### config.mk
export PLATFORM = sky130hd
export DESIGN_NAME = activity_led_ctrl
export DESIGN_NICKNAME = d
export VERILOG_FILES = /design/src/rtl/activity_led_ctrl.sv
export SDC_FILE = /design/constraint.sdc
export NUM_CORES = 1
export LEC_CHECK = 0
export CAP_MARGIN = 40
export CORE_AREA = 2 2 81 83
export CTS_CLUSTER_DIAMETER = 40
export DETAILED_ROUTE_END_ITERATION = 16
export DIE_AREA = 0 0 83 85
export PLACE_DENSITY = 0.56
export SLEW_MARGIN = 5
export SYNTH_ARGS = -nofsm -noshare
export SYNTH_HDL_FRONTEND = slang
export SYNTH_SLANG_ARGS = --single-unit
### constraint.sdc
create_clock -name sysclk -period 3.1 [get_ports sysclk]
set_input_delay 0.465 -clock sysclk [delete_from_list [all_inputs] [get_ports sysclk]]
set_output_delay 0.465 -clock sysclk [all_outputs]
set_load 0.01 [all_outputs]
### src/rtl/activity_led_ctrl.sv
// Activity LED controller: per-channel input sync and stretch, plus one LED
// that is driven off, steady, blinking, or as a channel-number pulse code.
//
// state  | meaning
// S_IDLE | waiting for any channel busy; lowest busy channel picks the code length
// S_ON   | LED lit for BLINK_TICKS ticks
// S_OFF  | LED dark for BLINK_TICKS ticks, then next pulse or gap
// S_GAP  | LED dark for 4*BLINK_TICKS ticks before the code may repeat
module activity_led_ctrl #(
  parameter int NCH           = 2,
  parameter int SYNC_STAGES   = 2,
  parameter int TICK_DIV      = 28000,
  parameter int STRETCH_TICKS = 100,
  parameter int BLINK_TICKS   = 125
) (
  input  logic           sysclk,
  input  logic           rst,
  input  logic [NCH-1:0] act,
  input  logic [1:0]     mode,
  output logic [NCH-1:0] ch_busy,
  output logic           led
);

  localparam int PW = $clog2(TICK_DIV);
  localparam int SW = $clog2(STRETCH_TICKS + 1);
  localparam int TW = $clog2(4 * BLINK_TICKS);
  localparam int CW = $clog2(NCH + 1);

  localparam logic [1:0] M_OFF    = 2'd0;
  localparam logic [1:0] M_STEADY = 2'd1;
  localparam logic [1:0] M_BLINK  = 2'd2;
  localparam logic [1:0] M_CODE   = 2'd3;

  typedef enum logic [1:0] {S_IDLE, S_ON, S_OFF, S_GAP} state_t;

  logic [NCH-1:0] sact;
  logic [PW-1:0]  presc;
  logic           tick;
  logic [SW-1:0]  stretch [NCH];
  logic           any_busy;
  logic [CW-1:0]  code_len;

  state_t         state, state_nxt;
  logic [TW-1:0]  tcnt, tcnt_nxt;
  logic [CW-1:0]  count, count_nxt;
  logic           phase, phase_nxt;
  logic           led_nxt;
  logic [1:0]     mode_q;
  logic           mode_chg;

  generate
    if (SYNC_STAGES == 0) begin : g_nosync
      assign sact = act;
    end else begin : g_sync
      logic [NCH-1:0] sync_q [SYNC_STAGES];
      always_ff @(posedge sysclk) begin
        if (rst) begin
          for (int k = 0; k < SYNC_STAGES; k++) sync_q[k] <= '0;
        end else begin
          sync_q[0] <= act;
          for (int k = 1; k < SYNC_STAGES; k++) sync_q[k] <= sync_q[k-1];
        end
      end
      assign sact = sync_q[SYNC_STAGES-1];
    end
  endgenerate

  assign tick = (presc == PW'(TICK_DIV - 1));

  // Prescaler and stretch counters ignore mode changes on purpose.
  always_ff @(posedge sysclk) begin
    if (rst) begin
      presc <= '0;
      for (int i = 0; i < NCH; i++) stretch[i] <= '0;
    end else begin
      presc <= tick ? '0 : presc + 1'b1;
      for (int i = 0; i < NCH; i++) begin
        if (sact[i])
          stretch[i] <= SW'(STRETCH_TICKS);
        else if (tick && stretch[i] != '0)
          stretch[i] <= stretch[i] - 1'b1;
      end
    end
  end

  always_comb begin
    for (int i = 0; i < NCH; i++) ch_busy[i] = (stretch[i] != '0);
  end

  assign any_busy = |ch_busy;
  assign mode_chg = (mode != mode_q);

  // Lowest busy channel index wins; code length is index + 1.
  always_comb begin
    code_len = '0;
    for (int i = NCH - 1; i >= 0; i--) begin
      if (ch_busy[i]) code_len = CW'(i + 1);
    end
  end

  always_comb begin
    state_nxt = state;
    tcnt_nxt  = tcnt;
    count_nxt = count;
    phase_nxt = phase;
    led_nxt   = 1'b0;

    case (mode)
      M_BLINK: begin
        state_nxt = S_IDLE;
        if (!any_busy) begin
          phase_nxt = 1'b1;
          tcnt_nxt  = '0;
        end else if (tick) begin
          if (tcnt == TW'(BLINK_TICKS - 1)) begin
            tcnt_nxt  = '0;
            phase_nxt = ~phase;
          end else begin
            tcnt_nxt = tcnt + 1'b1;
          end
        end
      end
      M_CODE: begin
        phase_nxt = 1'b1;
        case (state)
          S_IDLE: begin
            if (any_busy) begin
              state_nxt = S_ON;
              tcnt_nxt  = '0;
              count_nxt = code_len;
            end
          end
          S_ON: begin
            if (tick) begin
              if (tcnt == TW'(BLINK_TICKS - 1)) begin
                state_nxt = S_OFF;
                tcnt_nxt  = '0;
              end else begin
                tcnt_nxt = tcnt + 1'b1;
              end
            end
          end
          S_OFF: begin
            if (tick) begin
              if (tcnt == TW'(BLINK_TICKS - 1)) begin
                tcnt_nxt  = '0;
                count_nxt = count - 1'b1;
                state_nxt = (count == CW'(1)) ? S_GAP : S_ON;
              end else begin
                tcnt_nxt = tcnt + 1'b1;
              end
            end
          end
          S_GAP: begin
            if (tick) begin
              if (tcnt == TW'(4 * BLINK_TICKS - 1)) begin
                state_nxt = S_IDLE;
                tcnt_nxt  = '0;
              end else begin
                tcnt_nxt = tcnt + 1'b1;
              end
            end
          end
          default: state_nxt = S_IDLE;
        endcase
      end
      default: begin
        state_nxt = S_IDLE;
        tcnt_nxt  = '0;
        phase_nxt = 1'b1;
      end
    endcase

    if (mode_chg) begin
      state_nxt = S_IDLE;
      tcnt_nxt  = '0;
      phase_nxt = 1'b1;
    end

    case (mode)
      M_OFF:    led_nxt = 1'b0;
      M_STEADY: led_nxt = any_busy;
      M_BLINK:  led_nxt = any_busy & phase;
      default:  led_nxt = (state_nxt == S_ON);
    endcase
  end

  always_ff @(posedge sysclk) begin
    if (rst) begin
      state  <= S_IDLE;
      tcnt   <= '0;
      count  <= '0;
      phase  <= 1'b1;
      led    <= 1'b0;
      mode_q <= M_OFF;
    end else begin
      state  <= state_nxt;
      tcnt   <= tcnt_nxt;
      count  <= count_nxt;
      phase  <= phase_nxt;
      led    <= led_nxt;
      mode_q <= mode;
    end
  end

endmodule
* Yosys cells after proc, flatten, opt, wreduce, memory -nomap -nowiden
Memory sizes are Yosys's and may differ from the RTL's. Index checks and enable logic that the tools add are counted.
Word-level totals: register bits after elaboration 32, memory bits (writable) 18, output and inout bits 3, memories kept 2
Operators by class: add/sub/neg operators 5, eq/ne operators 17, muxes and demuxes 49, bitwise gates (word level) 10, reductions and logical operators 15
Memory list:
- stretch | words 2, width 7, read ports 2, clocked after Yosys merged registers in 0, write ports 2, line 39 | logic [SW-1:0] stretch [NCH];
- g_sync.sync_q | words 2, width 2, read ports 2, clocked after Yosys merged registers in 0, write ports 2, line 55 | logic [NCH-1:0] sync_q [SYNC_STAGES];
Operator list (count):
- two-way mux 9 bit | 6
- two-way mux 2 bit | 17
- two-way mux 7 bit | 4
- case mux 9 bit (3 select lines) | 1
- case mux 9 bit (2 select lines) | 1
- two-way mux 1 bit | 17
- adder 15 x 1 -> 15 bit, second input constant | 1
- equality test 15 bit, second input constant | 1
- nonzero test 7 bit | 2
- subtractor 7 x 1 -> 7 bit, second input constant | 2
- adder 9 x 1 -> 9 bit, second input constant | 1
- equality test 9 x 7 -> 1 bit, second input constant | 1
- equality test 9 bit, second input constant | 1
- equality test 2 x 1 -> 1 bit, second input constant | 4
- equality test 2 bit, second input constant | 4
- case mux 2 bit (4 select lines) | 1
- OR reduction 2 bit | 4
- inequality test 2 bit, second input constant | 3
- inequality test 3 bit, second input constant | 2
- OR 1 bit | 6
- AND reduction 5 bit | 1
- zero test 2 bit | 2
- case mux 2 bit (2 select lines) | 1
- AND reduction 2 bit | 2
- 8 further kinds | 11

* Depth between registers and ports, before layout
word-level depth 9, gate-level depth with buffers 9

* Worst setup path before layout
Ideal clock, no wire load.
path type reg-to-reg, start reg presc[0], end reg led, setup time 0.117 ns, arrival 2.227 ns, required time 2.983 ns, path slack 0.756 ns, stages on the path, launching flop included 9, clock period less this slack 2.344 ns, cells stage by stage dfxtp_1 -> ha_1 -> nand4_1 -> or4_1 -> buf_2 -> or2_4 -> a2111oi_1 -> nor4_2 -> a22o_1
On the way: cells in the longest elaborated chain, start to end 7
Ends and longest elaborated chain:
- from (decl) | line 37 | logic [PW-1:0] presc;
- from (signal assigned) | line 76 | presc <= tick ? '0 : presc + 1'b1;
- equality test 15 bit * | line 68 | assign tick = (presc == PW'(TICK_DIV - 1));
- two-way mux 2 bit, on equally long branches | line 155, 134, 144
- case mux 2 bit (4 select lines) * | line 125 | case (state)
- two-way mux 2 bit * | line 108 | case (mode)
- two-way mux 2 bit * | line 174 | if (mode_chg) begin
- equality test 2 x 1 -> 1 bit * | line 184 | default: led_nxt = (state_nxt == S_ON);
- case mux 1 bit (3 select lines) * | line 180 | case (mode)
- to (signal assigned) | line 201 | led <= led_nxt;
- to (decl) | line 21 | output logic led
Every way passes the cells marked *; elsewhere a longest branch is shown, timed or not. A chain may end at the register's enable or synchronous reset.

==> impl_metrics.toml <==
[run_status]
status = "complete, no violations"

[critical_path]
critPathMaxFanout = 3
r2r_setup_slack_ns = 0.54
path_class = "flip-flop to primary output"
endpoint_kind = "primary output"
cp.arrival_ns = 2.24
reg2reg_to = "led$_SDFF_PP0_"
cp-start-kind = "flip-flop"
reg2regPathDepth = 7
cp.required_ns = 2.63
reg2reg_from = "presc[0]$_SDFF_PP0_"

[clock_tree]
cts_buffer_depth = 2
post_cts_buffers = 0
clock_latency_ns = 0.31
ctsHoldBuffers = 0
htree_num_levels = 2
cts-root-buf = "clkbuf_8"
ctsResizeCount = 0
cts_tree = "yes"
clk_pin_slew_ns = 0.09
cts_num_sinks = 50
numCtsBuffers = 5

[timing]
setup_violations = 0
tightest_slew_ns = 0.5713
clock.fmax_ghz = 0.3696
worst_hold_slack_ns = 0.4477
slew_headroom = 0.6137
setup_ws_ns = 0.3947
hold_viol = 0
worst_clock_skew_ns = 0.006787
fin_crit_ns = 2.705
fin_crit_sh = 0.8727
rsz0062_at_grt = "false"
slew_viol_final = 0
tns_ns = 0

[drt]
wirelength_um = 5083
vias_per_cell = 5.278
ant_nets = 0
first_iter_violations = 98
dr.pass1.iters = 4
avgRoutedWirePerCell_um = 13.07
route.detailed.drc = 0
num_vias = 2053

[final_layout]
fill_cells = 632
postLayoutCoreUtil = 0.4705
nNetsFinal = 330
antenna_cells = 0
syn2layout_area_growth_pct = 11.41
drive_above_1_share = 0.06090

[logic_synthesis]
seq_area_frac_synth = 0.4355
synth_ff_type = "dfxtp_1"
synthAdderAreaFrac = 0.06208
syn_nets = 318
synth_compound_area_frac = 0.1055
ys_ff_latch = 50
synthDistinctLibCells = 47
synth_cells = 299
ys_async_sr_fraction = 0
synth_mux_area_frac = 0.003820
synthXorXnorAreaFrac = 0.08357
syn_avg_cell_area_um2 = 8.763
synthSimpleGateAreaFrac = 0.2713
ys_warn_count = 0
synth_edf_count = 14
syn_area_um2 = 2620
synth_top_family_by_area = "simple AND/OR/NAND/NOR gates"

[floorplanning]
io_pins = 9
die_y_um = 85
die_area_um2 = 7055
coreArea_um2 = 6205
rows = 29
die_w_um = 83
start_util = 0.4223

[power_and_ir_drop]
peakVddDrop_mv = 0.1935
power_per_cell_area_nw_per_um2 = 433.7
leakage_nw = 1.063

[hold_path]
min_from = "g_sync.sync_q[0][1]$_SDFF_PP0_"
hold_path_class = "flip-flop to flip-flop"
holdPathEnd = "g_sync.sync_q[0][3]$_SDFF_PP0_"
min_path_cells = 1

[placed_design]
port_buffers = 8
post-place-ws_ns = 0.5213
hpwlAfterDp_um = 3722
gp_congestion = 0.8099

[global_routing]
globalRouteTotalUtil = 0.1546
grt_pass1_vias = 1976
grt_pass1_wl_um = 9018
grt_max_degree = 16
antenna_found_initial = 0
grt_overflow = 0

[job]
drv_cap = 0
## registers in the layout, summed over array words and instances, names as in the netlist
name and flops:
presc 15, stretch 14, tcnt 9, g_sync.sync_q 4
count 2, mode_q 2, state 2, led 1
phase 1
## metrics by stage
step | instance area [um2] | total power [mW] | cells
2_1_floorplan | 2620 | 0.7862 | 299
3_3_place_gp | 2805 | 0.8191 | 380
3_5_place_dp | 2810 | 0.8203 | 381
4_1_cts | 2919 | 1.281 | 389
5_1_grt | 2919 | 1.322 | 389
6_report | 2919 | 1.266 | 389
## kinds of logic (layout without fill, tap and decap cells)
group,after synthesis,in the layout
AOI/OAI and AO/OA,43,43
xor gates and xnor gates,25,25
adders and majority gates,13,13
buffers and inverters,26,39
DFF,50,50
muxes,1,1
and+or+nand+nor,141,141
## report_power, final
group | internal (mW) | switching, mW | total (mW) | leakage (nW)
Clock | 0.238 | 0.224 | 0.462 | 0.0579
Combinational | 0.0443 | 0.0532 | 0.0974 | 0.564
Sequential | 0.691 | 0.0151 | 0.706 | 0.442
## worst max-delay path: stages (launching register included)
cell,delay (ns)
edfxtp_1,0.43
inv_1,0.10
ha_1,0.13
nor4b_1,0.48
and2_1,0.24
inv_1,0.08
clkdlybuf4s50_1,0.48
## routing by layer
| metal | up-vias | GRT usage | share of wire |
|---|---|---|---|
| met1 | 971 | 0.2018 | 0.48 |
| met3 | 5 | 0.02626 | 0.019 |
| met2 | 12 | 0.2581 | 0.48 |
| li1 | 1065 | - | - |
| met5 | - | 0 | 0 |
| met4 | 0 | 0.05812 | 0.016 |
## cell usage after synthesis, types with 3 or more instances
master | number | share of area
o21a_1 | 4 | 0.011
nor2_1 | 47 | 0.067
or3_1 | 4 | 0.0095
dfxtp_1 | 36 | 0.28
a21oi_1 | 15 | 0.029
xnor2_1 | 11 | 0.037
nor3_1 | 7 | 0.013
nand3_1 | 16 | 0.031
o21ai_0 | 3 | 0.0057
clkbuf_1 | 7 | 0.010
nand2_1 | 27 | 0.039
edfxtp_1 | 14 | 0.16
nand4_1 | 6 | 0.014
ha_1 | 13 | 0.062
nor2b_1 | 6 | 0.014
a31oi_1 | 4 | 0.0095
and3_1 | 8 | 0.019
xor2_1 | 14 | 0.047
inv_1 | 15 | 0.021
a211oi_1 | 3 | 0.0086
o21ai_1 | 4 | 0.0076
nor4_1 | 3 | 0.0072
## layout make-up
type                    instances  area [um2]  area share
well taps                      77       96.34     0.03300
clock buffers                   5       68.82     0.02357
multi-input cells             223        1379      0.4724
clock inverters                 3       40.04     0.01372
flip-flops and latches         50        1141      0.3909
inverters                      15       56.30     0.01929
repair buffers                 16       137.6     0.04715
## worst max-delay path by stage
stage / slack (ns) / cells past startpoint / to / startpoint
floorplan: 0.76 / 8 / led$_SDFF_PP0_ / presc[0]$_SDFF_PP0_
global placement: 0.32 / 7 / tcnt[3]$_SDFFE_PP0P_ / mode[0]
detailed placement: 0.52 / 7 / led$_SDFF_PP0_ / presc[0]$_SDFF_PP0_
CTS: 0.35 / 6 / ch_busy[1] / stretch[1][0]$_SDFFCE_PN0P_
global route: 0.19 / 6 / ch_busy[1] / stretch[1][0]$_SDFFCE_PN0P_
finish: 0.39 / 6 / ch_busy[1] / stretch[1][0]$_SDFFCE_PN0P_
## placed cells by master, fill, tap and decap left out, types with 2 or more instances in the layout
| cell | instances |
|---|---|
| a31oi_1 | 4 |
| a21oi_1 | 15 |
| nand3b_1 | 2 |
| nor2b_1 | 6 |
| nor3b_1 | 2 |
| ha_1 | 13 |
| xnor2_1 | 11 |
| clkdlybuf4s50_1 | 8 |
| or3_1 | 4 |
| o21ai_1 | 4 |
| nand4_1 | 6 |
| dfxtp_1 | 36 |
| nor4_2 | 2 |
| clkinv_2 | 2 |
| buf_4 | 7 |
| nor3_1 | 7 |
| o21ai_0 | 3 |
| o21a_1 | 4 |
| and3_1 | 8 |
| nand3_1 | 16 |
| nand4bb_1 | 2 |
| nor4_1 | 3 |
| inv_1 | 15 |
| clkbuf_8 | 5 |
| a211oi_1 | 3 |
| and2_1 | 2 |
| xor2_1 | 14 |
| edfxtp_1 | 14 |
| nand2_1 | 27 |
| nor2_1 | 47 |
(Power assumes the default switching activity.)
